[src/rtl/fp_requant_if.sv]
// fp_requant_if: input and output valid/ready streams of the requantizer
interface fp_requant_if #(
  parameter int IW = 28,
  parameter int OW = 14
);
  logic [IW-1:0] in_data;
  logic in_valid;
  logic in_ready;
  logic [OW-1:0] out_data;
  logic out_valid;
  logic out_ready;
  logic out_sat;
  modport master (output in_data, in_valid, out_ready, input in_ready, out_data, out_valid, out_sat);
  modport slave (input in_data, in_valid, out_ready, output in_ready, out_data, out_valid, out_sat);
endinterface

[src/rtl/fp_requant.sv]
// fp_requant: two-stage round/shift then saturate of a signed fixed-point product; FP_REQUANT_ROUND_EN selects round-half-up instead of floor
module fp_requant #(
  parameter int IN_INT = 12,
  parameter int IN_FRAC = 16,
  parameter int OUT_INT = 6,
  parameter int OUT_FRAC = 8
) (
  input logic clk,
  input logic reset,
  fp_requant_if.slave s,
  input logic clear_count,
  output logic [15:0] sat_count
);
  localparam int IW = IN_INT + IN_FRAC;
  localparam int OW = OUT_INT + OUT_FRAC;
  localparam int D = IN_FRAC - OUT_FRAC;
`ifdef FP_REQUANT_ROUND_EN
  localparam logic signed [IW:0] HALF = (IW+1)'((2 ** D) / 2);
`else
  localparam logic signed [IW:0] HALF = '0;
`endif
  localparam logic signed [IW:0] RMAX = (IW+1)'((2 ** (OW - 1)) - 1);
  localparam logic signed [IW:0] RMIN = ~RMAX;
  logic signed [IW:0] x, r1_d, r1_q;
  logic v1_d, v1_q, ov_d, ov_q, os_d, os_q, en1, en2, hi, lo;
  logic [OW-1:0] od_d, od_q;
  logic [15:0] cnt_d, cnt_q;
  // stage enables, round/shift into S1, clamp into S2, saturating event counter
  always_comb begin
    en2 = !ov_q | s.out_ready;
    en1 = !v1_q | en2;
    x = {s.in_data[IW-1], s.in_data};
    v1_d = en1 ? s.in_valid : v1_q;
    r1_d = (en1 & s.in_valid) ? (x + HALF) >>> D : r1_q;
    hi = r1_q > RMAX;
    lo = r1_q < RMIN;
    ov_d = en2 ? v1_q : ov_q;
    os_d = en2 ? hi | lo : os_q;
    od_d = en2 ? (hi ? RMAX[OW-1:0] : lo ? RMIN[OW-1:0] : r1_q[OW-1:0]) : od_q;
    cnt_d = clear_count ? '0 : (ov_q & s.out_ready & os_q & ~&cnt_q) ? cnt_q + 16'd1 : cnt_q;
  end
  // pipeline and counter registers; reset drops every in-flight sample
  always_ff @(posedge clk) begin
    if (reset) begin
      v1_q <= 1'b0;
      r1_q <= '0;
      ov_q <= 1'b0;
      os_q <= 1'b0;
      od_q <= '0;
      cnt_q <= '0;
    end else begin
      v1_q <= v1_d;
      r1_q <= r1_d;
      ov_q <= ov_d;
      os_q <= os_d;
      od_q <= od_d;
      cnt_q <= cnt_d;
    end
  end
  assign s.in_ready = en1 & !reset;
  assign s.out_data = od_q;
  assign s.out_valid = ov_q;
  assign s.out_sat = os_q;
  assign sat_count = cnt_q;
endmodule

[src/flat_wrapper.sv]
// flat-port wrapper written by rule: the top's interface ports become plain ports
module fp_requant_flat 
#(
  parameter int IN_INT = 12,
  parameter int IN_FRAC = 16,
  parameter int OUT_INT = 6,
  parameter int OUT_FRAC = 8
)
  (clk, reset, clear_count, sat_count, s_in_data, s_in_valid, s_out_ready, s_in_ready, s_out_data, s_out_valid, s_out_sat);
  fp_requant_if s_i ();
  input logic clk;
  input logic reset;
  input logic clear_count;
  output logic [15:0] sat_count;
  input wire logic [$bits(s_i.in_data)-1:0] s_in_data;
  input wire logic [$bits(s_i.in_valid)-1:0] s_in_valid;
  input wire logic [$bits(s_i.out_ready)-1:0] s_out_ready;
  output wire logic [$bits(s_i.in_ready)-1:0] s_in_ready;
  output wire logic [$bits(s_i.out_data)-1:0] s_out_data;
  output wire logic [$bits(s_i.out_valid)-1:0] s_out_valid;
  output wire logic [$bits(s_i.out_sat)-1:0] s_out_sat;
  assign s_i.in_data = s_in_data;
  assign s_i.in_valid = s_in_valid;
  assign s_i.out_ready = s_out_ready;
  assign s_in_ready = s_i.in_ready;
  assign s_out_data = s_i.out_data;
  assign s_out_valid = s_i.out_valid;
  assign s_out_sat = s_i.out_sat;
  fp_requant #(.IN_INT(IN_INT), .IN_FRAC(IN_FRAC), .OUT_INT(OUT_INT), .OUT_FRAC(OUT_FRAC)) u_core (.clk(clk), .reset(reset), .s(s_i), .clear_count(clear_count), .sat_count(sat_count));
endmodule
[config.mk]
export PLATFORM = sky130hd
export DESIGN_NAME = fp_requant_flat
export DESIGN_NICKNAME = d
export VERILOG_FILES = /design/src/rtl/fp_requant_if.sv /design/src/rtl/fp_requant.sv /design/src/flat_wrapper.sv
export SDC_FILE = /design/constraint.sdc
export NUM_CORES = 1
export LEC_CHECK = 0
export CAP_MARGIN = 20
export CELL_PAD_IN_SITES_DETAIL_PLACEMENT = 1
export CELL_PAD_IN_SITES_GLOBAL_PLACEMENT = 1
export CORE_UTILIZATION = 36
export DETAILED_ROUTE_END_ITERATION = 16
export GPL_TIMING_DRIVEN = 0
export HOLD_SLACK_MARGIN = 0.06
export PLACE_DENSITY_LB_ADDON = 0.1
export SETUP_SLACK_MARGIN = 0.5
export SLEW_MARGIN = 0
export SYNTH_ARGS = -nofsm -noshare
export SYNTH_HDL_FRONTEND = slang
export SYNTH_SLANG_ARGS = --single-unit
[constraint.sdc]
create_clock -name clk -period 5.4 [get_ports clk]
set_input_delay 1.08 -clock clk [delete_from_list [all_inputs] [get_ports clk]]
set_output_delay 1.08 -clock clk [all_outputs]
set_load 0.01 [all_outputs]
==> out/qor.yml <==
status: "completed"
power.switching_uw: 197
min_delay_path_depth: 2
cts_tree: "built"
drc: 0
drive_above_1_share: 0.0534
powerDensity_nw_per_um2: 261
cts_resized: 0
slew_headroom: 0.401
static-leakage-power_uw: 0.00105
dieArea_um2: 6500
final_max_slew_viol_count: 0
wl_met2_um: 3140
hold_viol_final: 0
r2r-start: "u_core.sat_count[0]"
p_sw_frac: 0.252
critPathArrivalTime_ns: 3.08
postSynthAreaPerCell_um2: 8.18
wl_met3_um: 191
slowest_delay_ns: 0.56
ys_ff_latch: 53
wl_met1_um: 2660
worst_slew_pin_slew_ns: 0.890
min_period_ns: 4.16
clock_sinks: 53
mostFrequentLayoutCell: "nand2_1"
finalClockSkew_ns: 0.00605
p_int_uw: 585
rr_worst_depth: 5
finalCritPeriodShare: 0.770
top_level_ports: 66
cpMaxStageDelayCell: "clkdlybuf4s50_1"
grt_start_max_net_pins: 16
die_x_um: 80.6
max_freq_ghz: 0.240
ir_drop_mv: 0.119
pwr-share-seq: 0.547
timing.rr.end: "u_core.sat_count[10]"
grt_pass1_wl_um: 9870
drtAntennaViolNets: 0
synthCells: 272
finalNetCount: 370
crit_chain: "clkdlybuf4s50_1 > clkbuf_1 > clkbuf_1 > a21oi_1 > clkdlybuf4s50_1"
crit_type: "in2out"
cts-root-buf: "clkbuf_8"
required_ns: 4.32
p_comb_frac: 0.136
yosysUniqueCellTypes: 38
area_growth_pct: 34.4
grt_overflow_total: 0
final_core_util: 0.502
grt_pass1_vias: 2145
start_util: 0.374
wirelength_um: 6060
p_clk_frac: 0.317
rsz0062_at_grt: "false"
viasPerCell: 5.34
die_h_um: 80.6
clk_pin_slew_ns: 0.09
min_from: "u_core.r1_q[5]"
hold_path_class: "reg2reg"
wl_per_cell_um: 14.7
drtIter0Drc: 60
grt_usage: 0.202
critPathLaunchType: "input port"
dr.pass1.iters: 4
end_kind: "output pin"
rrSetupSlack_ns: 3.19
dpl.hpwl_um: 4490
setup_violations: 0
coreArea_um2: 5960
antenna_found_initial: 0
power_uw: 782
yosysWarnings: 0
highest_layer: "met4"
port_buffers: 57
htreeDepth: 2
num_rows: 28
via_count: 2202
hold_buffers: 0
yosysSeqAreaShare: 0.477
cp.depth: 5
drv_cap: 0
hold_end: "u_core.r1_q[5]"
final_cell_mix: "nand2_1, clkdlybuf4s50_1, dfxtp_1"
clk_latency_ns: 0.31
clockBufferDepth: 2
crit_family: "buffers and inverters"
cp_num_buf_inv: 4
syn-cell-area_um2: 2220
cts-buffers-inserted: 5
post_cts_buffers: 0
synth_nets: 306
path_max_fanout: 10
place_congestion: 0.780
insertedDiodeCount: 0
finalSetupTns_ns: 0
[cell usage after synthesis]
cell type,instances,area (um2)
nor2_1,22,82.6
a21boi_0,1,7.51
nor2b_1,1,6.26
o211ai_1,1,7.51
or3_2,2,15.0
o21ai_0,5,25.0
o41ai_1,2,17.5
a41o_1,1,10.0
and4_1,2,17.5
nand4_1,6,37.5
inv_1,4,15.0
nor3_1,1,5.00
a31o_2,2,17.5
o311ai_0,1,8.76
nand2b_1,1,6.26
a21o_1,1,7.51
nand2_1,66,248
o311a_1,1,10.0
o31ai_1,5,37.5
a21oi_1,36,180
dlygate4sd1_1,1,8.76
or4_1,6,45.0
or2_2,1,6.26
or3_1,4,25.0
mux2i_1,2,20.0
and3_1,2,12.5
nand3_1,2,10.0
a211oi_1,15,113
and2_1,1,6.26
clkbuf_1,12,45.0
and4_2,2,20.0
ha_1,1,12.5
nor4_1,4,25.0
a31oi_1,2,12.5
nand4_4,1,21.3
or4_4,1,11.3
dfxtp_1,53,1060
and3_2,1,7.51
[layer usage]
metal | global-route usage | vias to the layer above
li1 | - | 1101
met1 | 0.217 | 1046
met2 | 0.385 | 50
met3 | 0.0420 | 5
met4 | 0.0679 | 0
met5 | 0 | -
[power groups by stage]
stage / logic, uW / registers, uW / clock network (uW)
2_1_floorplan: 40.6 / 440 / 0
3_3_place_gp: 105 / 436 / 0
3_5_place_dp: 108 / 437 / 0
4_1_cts: 108 / 428 / 254
5_1_grt: 118 / 431 / 274
6_report: 106 / 428 / 248
[registers in the layout, summed over array words and instances (netlist names)]
signal,count
u_core.r1_q,20
u_core.sat_count,16
u_core.s.out_data,14
u_core.s.out_sat,1
u_core.s.out_valid,1
u_core.v1_q,1
[cell type report]
class                      count  area [um2]
tap                           75        93.8
fill                         760        2970
inverter                       4        15.0
clock buffer                   7        96.3
multi-input combinational    202        1090
timing repair buffer          57         571
buffer                        13        53.8
clock inverter                 1        5.00
sequential                    53        1060
[metrics by stage]
step,cells,cell area [um2],setup WS (ns),hold slack [ns]
global placement,404,2890,1.21,0.443
floorplan,272,2220,2.58,0.437
global route,412,2990,1.08,0.478
detailed placement,404,2890,1.22,0.447
CTS,412,2990,1.21,0.461
finish,412,2990,1.24,0.460
[tightest hold or removal path: stages, from the launching register on]
cell	delay, ns
dfxtp_1	0.32
nand2_1	0.05
a21oi_1	0.05
[cells by family after synthesis]
family                     share of synthesized area
AOI/OAI and AO/OA                              0.204
adders and majority gates                    0.00562
muxes                                        0.00900
and+or+nand+nor                                0.273
DFF                                            0.477
buffers and inverters                         0.0309
[how the worst max path moves through the flow]
stage,to,startpoint
finish,s_in_ready,reset
global route,s_in_ready,reset
CTS,s_in_ready,reset
detailed placement,s_in_ready,reset
global placement,s_in_ready,reset
floorplan,s_in_ready,reset
No activity file was read; power rests on OpenSTA's default activity.
